`config.mk`:
```
export PLATFORM = sky130hd
export DESIGN_NAME = qnigma_tcp_tx_arb
export DESIGN_NICKNAME = d
export VERILOG_FILES = /design/src/rtl/qnigma_tcp_tx_arb_pkg.sv /design/src/rtl/qnigma_tcp_ack_dly.sv /design/src/rtl/qnigma_tcp_tx_arb.sv
export SDC_FILE = /design/constraint.sdc
export NUM_CORES = 1
export LEC_CHECK = 0
export ABC_AREA = 0
export ABC_CLOCK_PERIOD_IN_PS = 3100
export BUFFER_PORTS_ARGS = -buffer_cell sky130_fd_sc_hd__buf_2
export CAP_MARGIN = 20
export CORE_ASPECT_RATIO = 0.5
export CORE_MARGIN = 2
export CORE_UTILIZATION = 48
export DETAILED_ROUTE_END_ITERATION = 8
export HOLD_SLACK_MARGIN = 0.12
export PLACE_DENSITY = 0.76
export SYNTH_ARGS = -nofsm -noshare
export SYNTH_HDL_FRONTEND = slang
export SYNTH_SLANG_ARGS = --single-unit
```
`constraint.sdc`:
```
create_clock -name clk -period 3.1 [get_ports clk]
set_input_delay 0.31 -clock clk [delete_from_list [all_inputs] [get_ports clk]]
set_output_delay 0.31 -clock clk [all_outputs]
set_load 0.05 [all_outputs]
```
`src/rtl/qnigma_tcp_tx_arb_pkg.sv`:
```
`default_nettype none
// ============================================================================
// Package     : qnigma_pkg
// Description : Shared TCP transmit types: connection block, header
//               descriptor, TCP flag bit constants, transmit source select
//               and default delayed-ACK tuning values.
// Revision    : 1.0  initial release
// ============================================================================
package qnigma_pkg;

    // Delayed-ACK defaults
    localparam int ACK_DELAY_TICKS = 4;
    localparam int ACK_COALESCE    = 2;
    localparam int TCP_MSS         = 1460;

    typedef enum logic [2:0] {
        tcp_closed      = 3'd0,
        tcp_listen      = 3'd1,
        tcp_syn_sent    = 3'd2,
        tcp_syn_rcvd    = 3'd3,
        tcp_established = 3'd4,
        tcp_fin_wait    = 3'd5,
        tcp_close_wait  = 3'd6,
        tcp_last_ack    = 3'd7
    } tcp_stat_t;

    typedef struct packed {
        tcp_stat_t   status;
        logic [31:0] loc_seq;
        logic [31:0] loc_ack;
        logic [15:0] loc_wnd;
    } tcb_t;

    typedef logic [7:0] tcp_flags_t;

    localparam tcp_flags_t c_TCP_FIN = 8'h01;
    localparam tcp_flags_t c_TCP_SYN = 8'h02;
    localparam tcp_flags_t c_TCP_RST = 8'h04;
    localparam tcp_flags_t c_TCP_PSH = 8'h08;
    localparam tcp_flags_t c_TCP_ACK = 8'h10;

    typedef struct packed {
        tcp_flags_t  flags;
        logic [31:0] seq;
        logic [31:0] ack;
        logic [15:0] wnd;
        logic [15:0] len;
    } tcp_tx_meta_t;

    // Frame source chosen by the arbiter
    typedef enum logic [2:0] {
        SEL_NONE = 3'd0,
        SEL_RST  = 3'd1,
        SEL_FIN  = 3'd2,
        SEL_DAT  = 3'd3,
        SEL_ACK  = 3'd4,
        SEL_KA   = 3'd5
    } tx_sel_t;

endpackage
`default_nettype wire

```
`src/rtl/qnigma_tcp_ack_dly.sv`:
```
`default_nettype none
// ============================================================================
// Module      : qnigma_tcp_ack_dly
// Description : Delayed-ACK bookkeeping. Counts received in-order segments
//               and elapsed ms ticks while an ACK is owed; flags the pure
//               ACK as due on segment coalesce count or delay expiry.
// Ports       : clk, rst       clock / sync active-high reset
//               i_flush        connection closed: drop everything
//               i_ack_req      segment with payload received
//               i_tick         1 ms strobe
//               i_clr          a frame carrying ACK has completed
//               o_due          pure ACK must be sent now
// Revision    : 1.0  initial release
// ============================================================================
module qnigma_tcp_ack_dly
    import qnigma_pkg::*;
#(
    parameter int ACK_DELAY_TICKS = qnigma_pkg::ACK_DELAY_TICKS,
    parameter int ACK_COALESCE    = qnigma_pkg::ACK_COALESCE
) (
    input  logic clk,
    input  logic rst,
    input  logic i_flush,
    input  logic i_ack_req,
    input  logic i_tick,
    input  logic i_clr,
    output logic o_due
);

    localparam int c_SEG_W = (ACK_COALESCE    < 1) ? 1 : $clog2(ACK_COALESCE + 1);
    localparam int c_DLY_W = (ACK_DELAY_TICKS < 1) ? 1 : $clog2(ACK_DELAY_TICKS + 1);
    localparam logic [c_SEG_W-1:0] c_SEG_MAX = c_SEG_W'(ACK_COALESCE);
    localparam logic [c_DLY_W-1:0] c_DLY_MAX = c_DLY_W'(ACK_DELAY_TICKS);

    logic               r_pend;
    logic [c_SEG_W-1:0] r_seg_cnt;
    logic [c_DLY_W-1:0] r_dly_cnt;
    logic               w_seg_sat;
    logic               w_dly_sat;

    assign w_seg_sat = (r_seg_cnt >= c_SEG_MAX);
    assign w_dly_sat = (r_dly_cnt == c_DLY_MAX);

    always_ff @(posedge clk) begin
        if (rst || i_flush) begin
            r_pend    <= 1'b0;
            r_seg_cnt <= '0;
            r_dly_cnt <= '0;
        end else if (i_ack_req) begin
            r_pend <= 1'b1;
            // A request coinciding with the clearing frame starts a fresh count
            if (i_clr || !r_pend) begin
                r_seg_cnt <= c_SEG_W'(1);
                r_dly_cnt <= '0;
            end else begin
                if (!w_seg_sat)
                    r_seg_cnt <= r_seg_cnt + c_SEG_W'(1);
                if (i_tick && !w_dly_sat)
                    r_dly_cnt <= r_dly_cnt + c_DLY_W'(1);
            end
        end else if (i_clr) begin
            r_pend    <= 1'b0;
            r_seg_cnt <= '0;
            r_dly_cnt <= '0;
        end else if (r_pend && i_tick && !w_dly_sat) begin
            r_dly_cnt <= r_dly_cnt + c_DLY_W'(1);
        end
    end

    assign o_due = r_pend && (w_seg_sat || w_dly_sat);

endmodule
`default_nettype wire

```
`src/rtl/qnigma_tcp_tx_arb.sv`:
```
`default_nettype none
// ============================================================================
// Module      : qnigma_tcp_tx_arb
// Description : TCP transmit event arbiter for the single active connection.
//               Collects RST, FIN, data, delayed-ACK and keep-alive requests
//               and issues one header descriptor at a time (one in flight).
// Ports       : clk, rst               clock / sync active-high reset
//               i_tick_ms              1 ms strobe
//               i_tcb                  connection block
//               i_ka_send / o_ka_sent  keep-alive request level / done pulse
//               i_ack_req              in-order payload segment received
//               i_dat_req, i_dat_len   data pending level and length
//               o_dat_ack              data descriptor accepted pulse
//               i_fin_req, i_rst_req   close / abort request pulses
//               o_meta_val, i_meta_rdy, o_meta   descriptor handshake
//               i_tx_done              accepted frame fully serialised
// Revision    : 1.0  initial release
// ============================================================================
module qnigma_tcp_tx_arb
    import qnigma_pkg::*;
#(
    parameter int ACK_DELAY_TICKS = qnigma_pkg::ACK_DELAY_TICKS,
    parameter int ACK_COALESCE    = qnigma_pkg::ACK_COALESCE
) (
    input  logic         clk,
    input  logic         rst,
    input  logic         i_tick_ms,
    input  tcb_t         i_tcb,
    input  logic         i_ka_send,
    output logic         o_ka_sent,
    input  logic         i_ack_req,
    input  logic         i_dat_req,
    input  logic [15:0]  i_dat_len,
    output logic         o_dat_ack,
    input  logic         i_fin_req,
    input  logic         i_rst_req,
    output logic         o_meta_val,
    input  logic         i_meta_rdy,
    output tcp_tx_meta_t o_meta,
    input  logic         i_tx_done
);

    typedef enum logic [1:0] {
        S_IDLE = 2'd0,
        S_ARB  = 2'd1,
        S_SEND = 2'd2,
        S_WAIT = 2'd3
    } state_t;

    state_t       r_state, w_state_nxt;
    tx_sel_t      r_sel, w_sel;
    tcp_tx_meta_t r_meta, w_meta;

    logic r_rst_p;      // RST pending
    logic r_fin_p;      // FIN pending
    logic r_fin_done;   // FIN already sent on this connection
    logic r_lock;       // RST sent: everything muted until the connection closes
    logic r_ka_done;    // keep-alive completed, waiting for ka_send to drop
    logic r_ka_sent;

    logic w_closed, w_done, w_rst_done;
    logic w_rst_new, w_fin_new, w_ack_new;
    logic w_rst_el, w_fin_el, w_dat_el, w_ack_el, w_ka_el, w_ack_due;
    logic w_wake;

    assign w_closed   = (i_tcb.status == tcp_closed);
    assign w_done     = (r_state == S_WAIT) && i_tx_done;
    assign w_rst_done = w_done && (r_sel == SEL_RST);

    assign w_rst_new  = i_rst_req && !r_lock && !w_closed;
    assign w_fin_new  = i_fin_req && !r_lock && !r_fin_done && !w_closed;
    assign w_ack_new  = i_ack_req && !r_lock && !w_closed && !w_rst_done;

    assign w_rst_el   = r_rst_p && !w_closed;
    assign w_fin_el   = r_fin_p && !w_closed;
    assign w_dat_el   = i_dat_req && !r_lock && !w_closed;
    assign w_ack_el   = w_ack_due && !r_lock && !w_closed;
    assign w_ka_el    = i_ka_send && !r_ka_done && !r_lock && !w_closed;

    // Raw request pulses also wake the FSM so a request reaches meta_val in
    // two cycles; ARB then works from the latched flags.
    assign w_wake = w_rst_el | w_rst_new | w_fin_el | w_fin_new |
                    w_dat_el | w_ack_el  | w_ka_el;

    // Every frame carries ACK except RST, and RST completion clears all
    // pending state anyway, so any completion clears the delayed ACK.
    qnigma_tcp_ack_dly #(
        .ACK_DELAY_TICKS (ACK_DELAY_TICKS),
        .ACK_COALESCE    (ACK_COALESCE)
    ) u_ack_dly (
        .clk       (clk),
        .rst       (rst),
        .i_flush   (w_closed),
        .i_ack_req (w_ack_new),
        .i_tick    (i_tick_ms),
        .i_clr     (w_done),
        .o_due     (w_ack_due)
    );

    // Source selection: RST > FIN > DATA > pure ACK > keep-alive
    always_comb begin
        w_sel = SEL_NONE;
        if (w_rst_el)      w_sel = SEL_RST;
        else if (w_fin_el) w_sel = SEL_FIN;
        else if (w_dat_el) w_sel = SEL_DAT;
        else if (w_ack_el) w_sel = SEL_ACK;
        else if (w_ka_el)  w_sel = SEL_KA;
    end

    always_comb begin
        w_meta     = '0;
        w_meta.seq = i_tcb.loc_seq;
        w_meta.ack = i_tcb.loc_ack;
        w_meta.wnd = i_tcb.loc_wnd;
        case (w_sel)
            SEL_RST: begin
                w_meta.flags = c_TCP_RST;
                w_meta.ack   = '0;
            end
            SEL_FIN: w_meta.flags = c_TCP_FIN | c_TCP_ACK;
            SEL_DAT: begin
                w_meta.flags = c_TCP_PSH | c_TCP_ACK;
                w_meta.len   = i_dat_len;
            end
            SEL_ACK: w_meta.flags = c_TCP_ACK;
            SEL_KA: begin
                // Keep-alive probe re-uses the last acknowledged sequence number
                w_meta.flags = c_TCP_ACK;
                w_meta.seq   = i_tcb.loc_seq - 32'd1;
            end
            default: w_meta = '0;
        endcase
    end

    // FSM state register
    always_ff @(posedge clk) begin
        if (rst)
            r_state <= S_IDLE;
        else
            r_state <= w_state_nxt;
    end

    // FSM next state and outputs
    always_comb begin
        w_state_nxt = r_state;
        o_meta_val  = 1'b0;
        o_dat_ack   = 1'b0;
        case (r_state)
            S_IDLE: if (w_wake) w_state_nxt = S_ARB;
            S_ARB:  w_state_nxt = (w_sel == SEL_NONE) ? S_IDLE : S_SEND;
            S_SEND: begin
                o_meta_val = 1'b1;
                o_dat_ack  = i_meta_rdy && (r_sel == SEL_DAT);
                // An accepted descriptor always finishes; an unaccepted one
                // is withdrawn when the connection closes.
                if (i_meta_rdy)
                    w_state_nxt = S_WAIT;
                else if (w_closed)
                    w_state_nxt = S_IDLE;
            end
            S_WAIT: if (i_tx_done) w_state_nxt = S_IDLE;
            default: w_state_nxt = S_IDLE;
        endcase
    end

    // Selection and descriptor are frozen in ARB and held through SEND/WAIT
    always_ff @(posedge clk) begin
        if (rst) begin
            r_sel  <= SEL_NONE;
            r_meta <= '0;
        end else if (r_state == S_ARB) begin
            r_sel  <= w_sel;
            r_meta <= w_meta;
        end
    end

    // Pending flags
    always_ff @(posedge clk) begin
        if (rst || w_closed) begin
            r_rst_p    <= 1'b0;
            r_fin_p    <= 1'b0;
            r_fin_done <= 1'b0;
            r_lock     <= 1'b0;
        end else if (w_rst_done) begin
            r_rst_p <= 1'b0;
            r_fin_p <= 1'b0;
            r_lock  <= 1'b1;
        end else begin
            if (w_rst_new)
                r_rst_p <= 1'b1;
            if (w_done && (r_sel == SEL_FIN)) begin
                r_fin_p    <= 1'b0;
                r_fin_done <= 1'b1;
            end else if (w_fin_new) begin
                r_fin_p <= 1'b1;
            end
        end
    end

    // Keep-alive handshake: ka_send stays high one cycle past completion,
    // so block re-selection until the requester lets go.
    always_ff @(posedge clk) begin
        if (rst) begin
            r_ka_done <= 1'b0;
            r_ka_sent <= 1'b0;
        end else begin
            r_ka_sent <= w_done && (r_sel == SEL_KA);
            if (w_closed)
                r_ka_done <= 1'b0;
            else if (w_done && (r_sel == SEL_KA))
                r_ka_done <= 1'b1;
            else if (!i_ka_send)
                r_ka_done <= 1'b0;
        end
    end

    assign o_ka_sent = r_ka_sent;
    assign o_meta    = r_meta;

endmodule
`default_nettype wire

```
## Word level (Yosys, flattened, before mapping)

Cells that the tools add are included.

- Register bits: 121
- Bits of input ports: 109

- Add/sub/neg operators: 3
- Magnitude comparators: 1
- Equality and inequality tests: 19
- Multiplexer cells: 31
- Bitwise gates (word level): 7
- Reductions and logical operators: 52

Operators by type and width:

| operator | count |
|---|---|
| $pmux W32 S2 | 1 |
| $mux W16 | 2 |
| $mux W32 | 1 |
| $sub A32 B1 Y32 const B | 1 |
| $mux W3 | 10 |
| $logic_and A1 B1 Y1 | 26 |
| $pmux W5 S4 | 1 |
| $mux W2 | 9 |
| $eq A3 B2 Y1 const B | 4 |
| $eq A3 B3 Y1 const B | 4 |
| $pmux W2 S4 | 1 |
| $reduce_or A4 Y1 | 2 |
| $logic_not A1 Y1 | 7 |
| $eq A3 B1 Y1 const B | 2 |
| $logic_not A3 Y1 | 2 |
| $mux W1 | 6 |
| $ne A3 B3 Y1 const B | 2 |
| $or A1 B1 Y1 | 6 |
| $reduce_and A2 Y1 | 3 |
| $reduce_or A2 Y1 | 3 |
| $reduce_or A5 Y1 | 1 |
| $eq A2 B2 Y1 const B | 2 |
| $ne A2 B2 Y1 const B | 2 |
| $add A3 B1 Y3 const B | 1 |
| other kinds (12) | 14 |

## Depth between registers and ports, before layout

- Word-level depth: 12
- Mapped depth: 9
- Gate-level depth less buffers: 8

## Cells and area by module

From an unflattened synthesis, not the netlist that was laid out.

- Cells, all modules: 538
- Area total of the unflattened synthesis: 4908.5 µm²

By module, submodules not included:

| module | times used | cells an instance | area an instance (µm²) | sequential area each (µm²) |
|---|---|---|---|---|
| qnigma_tcp_tx_arb | 1 | 499 | 4578.1 | 2222.1 |
| qnigma_tcp_ack_dly | 1 | 39 | 330.3 | 120.1 |

## Worst setup path after synthesis

Ideal clock, no wire load.

- Kind: flip-flop to flip-flop
- Start: register u_ack_dly.r_dly_cnt[0]
- End: register r_meta (netlist bit o_meta[81])
- Setup time: 0.061 ns
- Data arrival time: 2.238 ns
- Data required time: 3.039 ns
- Path slack: 0.801 ns
- Cell stages (with the launch flop): 9
- Path through: dfxtp_1 -> inv_1 -> ha_1 -> a211o_1 -> a2111oi_2 -> nand2_1 -> or4_1 -> o21ai_0 -> a32o_1

- Longest elaborated chain between the ends: 12
- Elaborated cells between the ends (all ways): 16
- Classes of those cells: 6 x eq/ne; 5 x mux; 5 x reduce/logical

RTL lines:

| what | line | source |
|---|---|---|
| start: declaration | qnigma_tcp_ack_dly.sv:37 | `logic [c_DLY_W-1:0] r_dly_cnt;` |
| start signal: assignment | qnigma_tcp_ack_dly.sv:59 | `r_dly_cnt <= r_dly_cnt + c_DLY_W'(1);` |
| start signal: assignment | qnigma_tcp_ack_dly.sv:66 | `r_dly_cnt <= r_dly_cnt + c_DLY_W'(1);` |
| $eq A3 B3 Y1 (*) | qnigma_tcp_ack_dly.sv:42 | `assign w_dly_sat = (r_dly_cnt == c_DLY_MAX);` |
| $logic_or A1 B1 Y1 (*) | qnigma_tcp_ack_dly.sv:70 | `assign o_due = r_pend && (w_seg_sat \|\| w_dly_sat);` |
| $logic_and A1 B1 Y1 (*) | qnigma_tcp_ack_dly.sv:70 |  |
| $logic_and A1 B1 Y1 (*) (2 in series) | qnigma_tcp_tx_arb.sv:77 | `assign w_ack_el = w_ack_due && !r_lock && !w_closed;` |
| $mux W3 (*) | qnigma_tcp_tx_arb.sv:106 | `else if (w_ack_el) w_sel = SEL_ACK;` |
| $mux W3 (*) | qnigma_tcp_tx_arb.sv:105 | `else if (w_dat_el) w_sel = SEL_DAT;` |
| $mux W3 (*) | qnigma_tcp_tx_arb.sv:104 | `else if (w_fin_el) w_sel = SEL_FIN;` |
| $mux W3 (*) | qnigma_tcp_tx_arb.sv:103 | `if (w_rst_el) w_sel = SEL_RST;` |
| $eq A3 B3 Y1, or another cell as far along | qnigma_tcp_tx_arb.sv:115 | `case (w_sel)` |
| $reduce_or A4 Y1 (no line) | n/a |  |
| $pmux W32 S2 (*) | qnigma_tcp_tx_arb.sv:115 |  |
| end signal: assignment | qnigma_tcp_tx_arb.sv:173 | `r_meta <= w_meta;` |
| end: declaration | qnigma_tcp_tx_arb.sv:52 | `tcp_tx_meta_t r_meta, w_meta;` |

Mark *: on every way between the ends. The rest lies on a longest branch, timed or not.
A chain may end at the register's enable or synchronous reset.

## Final worst setup path

- Start: register u_ack_dly.r_dly_cnt[0]
- End: register r_meta (netlist bit o_meta[93])

Same word-level chain as after synthesis.

==> reports/results.ini <==
[outcome]
status=completed

[sta]
rsz0062_at_grt=no
hold_violations=0
drv_slew=0
setup_viol=0
tightest_slew_ns=1.08
max_slew_margin_pct=28.1
min_period_ns=2.57
period_share_pct=83.0
clock.fmax_mhz=389
clock_skew_ns=0.0119
setup_tns_ns=0

[detailed_routing]
via_per_inst=5.61
dr_total_vias=5512
met1_length_microns=6540
top_layer=met4
drt_iter0_drc=366
drt_pass1_iterations=5
wl_met2_microns=7300
wl_met3_microns=1530
wl_microns=15700
remaining_drc_errors=0
antenna_left=0
routedWlPerCell_microns=16.0

[global_routing]
grt_use_total_pct=27.0
grt_max_degree=77
antenna_found_initial=0
grt_pass1_wl_microns=24900
gr-total-overflow=0
first_global_vias=5073

[yosys]
ys_seq_area_share_pct=46.0
async_flop_share_pct=0
ys_top_cells_by_area=dfxtp_1 (46%), a22oi_1 (7.7%), nor2_1 (6.5%), a21oi_1 (5.2%), nand2_1 (4.6%)
yosys.area.top_type=dfxtp_1
syn_inst=629
synth-xor-area-share_pct=0.516
synth_mux_area_share_pct=0.196
ys_ff_latch=117
ys.flop_type=dfxtp_1
synthDistinctLibCells=56
synth-compound-area-share_pct=23.4
synth_fa_ha_area_share_pct=0.982
yosys_warnings=0
synth_top_family_by_area=simple AND/OR/NAND/NOR gates
syn_area_sq_um=5100
synthSimpleGateAreaFrac_pct=24.5
yosys-top-cells-count=dfxtp_1 (117), nor2_1 (88), nand2_1 (62)
synth-edff-count=0
synth.most_common_cell=dfxtp_1
synth_top_area_share_pct=46.0
syn_avg_cell_area_sq_um=8.10

[power_and_ir_drop]
p_clk_share_pct=43.6
intPower_mw=3.08
finalPower_mw=4.57
comb_power_share_pct=20.1
p_leak_nw=3.01
p_sw_mw=1.49
power_frac_seq_pct=36.3
powerDensity_nw_per_um2=666
switching_share_pct=32.6
ir_worst_vdd_v=0.000393

[place]
dp_hpwl_microns=10600
gp_congestion=0.891
port_buffers=211

[clock_network]
cts_resized=0
clk_path_buf_depth=2
cts_sinks=117
cts_made_buffers=17
clk_latency_ns=0.41
cts_tree=built
cts-htree-levels=4
cts-root-buf=clkbuf_16
cts_hold_repair.buffers=0
clk_pin_slew_worst_paths_ns=0.06
cts_setup_buffers=0

[die]
io_pins=216
die-width_microns=150
dieArea_sq_um=11500
coreArea_sq_um=10300
initial_utilization_pct=49.6
num_rows=26
dieHeight_microns=76.9

[worst_setup_path]
rrSetupSlack_ns=0.53
endpoint=o_meta[93]
critical_path_required_ns=3.35
startpoint=u_ack_dly.r_dly_cnt[0]
critPathLaunchType=flop
crit_fanout=15
rr_startpoint=u_ack_dly.r_dly_cnt[0]
timing.rr.end=o_meta[93]
end_kind=flop
r2r_cells=8
path_class=flop to flop
arrival_ns=2.82

[finish]
fillers=913
antenna_cells=0
drive_above_1_share_pct=31.9
area_growth_pct=34.7
nNetsFinal=942
post-route-util_pct=66.8

[min_path]
hp-class=input pin to flop

[run]
maxCapViolations=0

## registers in the layout, indices dropped and copies added (netlist names), 2 cells and up
name,flops
o_meta,100
u_ack_dly.r_seg_cnt,2
r_state,2
u_ack_dly.r_dly_cnt,3
r_sel,3
## metal layers
metal  up-vias  GRT usage (%)
li1       2686              -
met1      2509           34.0
met2       286           43.9
met3        31           7.68
met4         0           10.5
met5         -              0
## worst min-delay path by stage
stage | slack [ns] | to | from | cells after the start
4_1_cts | 0.12 | o_meta[33] | i_tcb[17] | 3
2_1_floorplan | 0.44 | o_meta[78] | i_tcb[62] | 1
5_1_grt | 0.13 | o_meta[11] | i_dat_len[11] | 3
6_report | 0.13 | o_meta[47] | i_tcb[31] | 3
3_5_place_dp | 0.44 | o_meta[75] | o_meta[75] | 2
3_3_place_gp | 0.43 | o_meta[89] | o_meta[89] | 2
## cell type report
class / instances / area (sq um) / area share, %
clock inverters: 13 / 148 / 2.15
repair buffers: 223 / 1150 / 16.8
flip-flops and latches: 117 / 2340 / 34.1
well taps: 140 / 175 / 2.55
multi-input cells: 461 / 2560 / 37.3
inverters: 9 / 33.8 / 0.492
clock buffers: 19 / 453 / 6.60
## worst max-delay path: stages, from the launching register on
cell and delay (ns):
dfxtp_1 0.38, inv_1 0.07, ha_1 0.21, a211o_1 0.34, a21oi_1 0.40, a211o_1 0.55, nor2_1 0.07, o21ai_0 0.20
o311ai_0 0.20
## per-stage QoR
stage | setup WS [ns] | cells | cell area, sq um | hold slack [ns]
2_1_floorplan | 0.801 | 632 | 5110 | 0.439
3_3_place_gp | 0.623 | 949 | 6250 | 0.432
3_5_place_dp | 0.604 | 949 | 6250 | 0.438
4_1_cts | 0.583 | 981 | 6850 | 0.121
5_1_grt | 0.346 | 982 | 6860 | 0.125
6_report | 0.527 | 982 | 6860 | 0.130
## layout by cell type (no fill, tap or decap), drive strengths merged, types with 2 or more instances in the layout
| cell | Yosys | layout |
|---|---|---|
| buf | 11 | 223 |
| dfxtp | 117 | 117 |
| nor2 | 88 | 88 |
| nand2 | 63 | 63 |
| a21oi | 53 | 53 |
| a22oi | 52 | 52 |
| o21ai | 40 | 40 |
| nand3 | 34 | 34 |
| nor3 | 21 | 21 |
| clkbuf | 34 | 19 |
| nor4 | 16 | 16 |
| inv | 9 | 12 |
| or4 | 7 | 7 |
| nor3b | 6 | 6 |
| nand2b | 5 | 5 |
| o211ai | 5 | 5 |
| a32o | 5 | 5 |
| nor2b | 4 | 4 |
| a21o | 4 | 4 |
| o31ai | 4 | 4 |
| ha | 4 | 4 |
| conb | 1 | 4 |
| clkinvlp | 0 | 4 |
| clkinv | 0 | 4 |
| nand4 | 3 | 3 |
| nand3b | 3 | 3 |
| a31o | 3 | 3 |
| or2 | 3 | 3 |
| a211o | 2 | 2 |
| or3 | 2 | 2 |
| o22ai | 2 | 2 |
| a31oi | 2 | 2 |
| nand4b | 2 | 2 |
| o2111ai | 2 | 2 |
| and3 | 2 | 2 |
| xnor2 | 2 | 2 |
| o311ai | 2 | 2 |
| bufinv | 0 | 2 |
## power groups by stage
| stage | sequential (mW) | combinational, mW | clock [mW] |
|---|---|---|---|
| floorplan | 1.97 | 0.357 | 0 |
| global placement | 1.69 | 0.898 | 0 |
| detailed placement | 1.69 | 0.906 | 0 |
| CTS | 1.66 | 0.909 | 2.01 |
| global route | 1.67 | 0.985 | 2.08 |
| finish | 1.66 | 0.917 | 1.99 |
## kinds of logic after synthesis
kind of cell | Yosys count
mux | 1
simple gates | 264
fa+ha+maj | 4
xor+xnor | 3
buf+inv | 54
compound gates | 185
other cells | 1
flops | 117
Power figures use the tool's default switching activity.
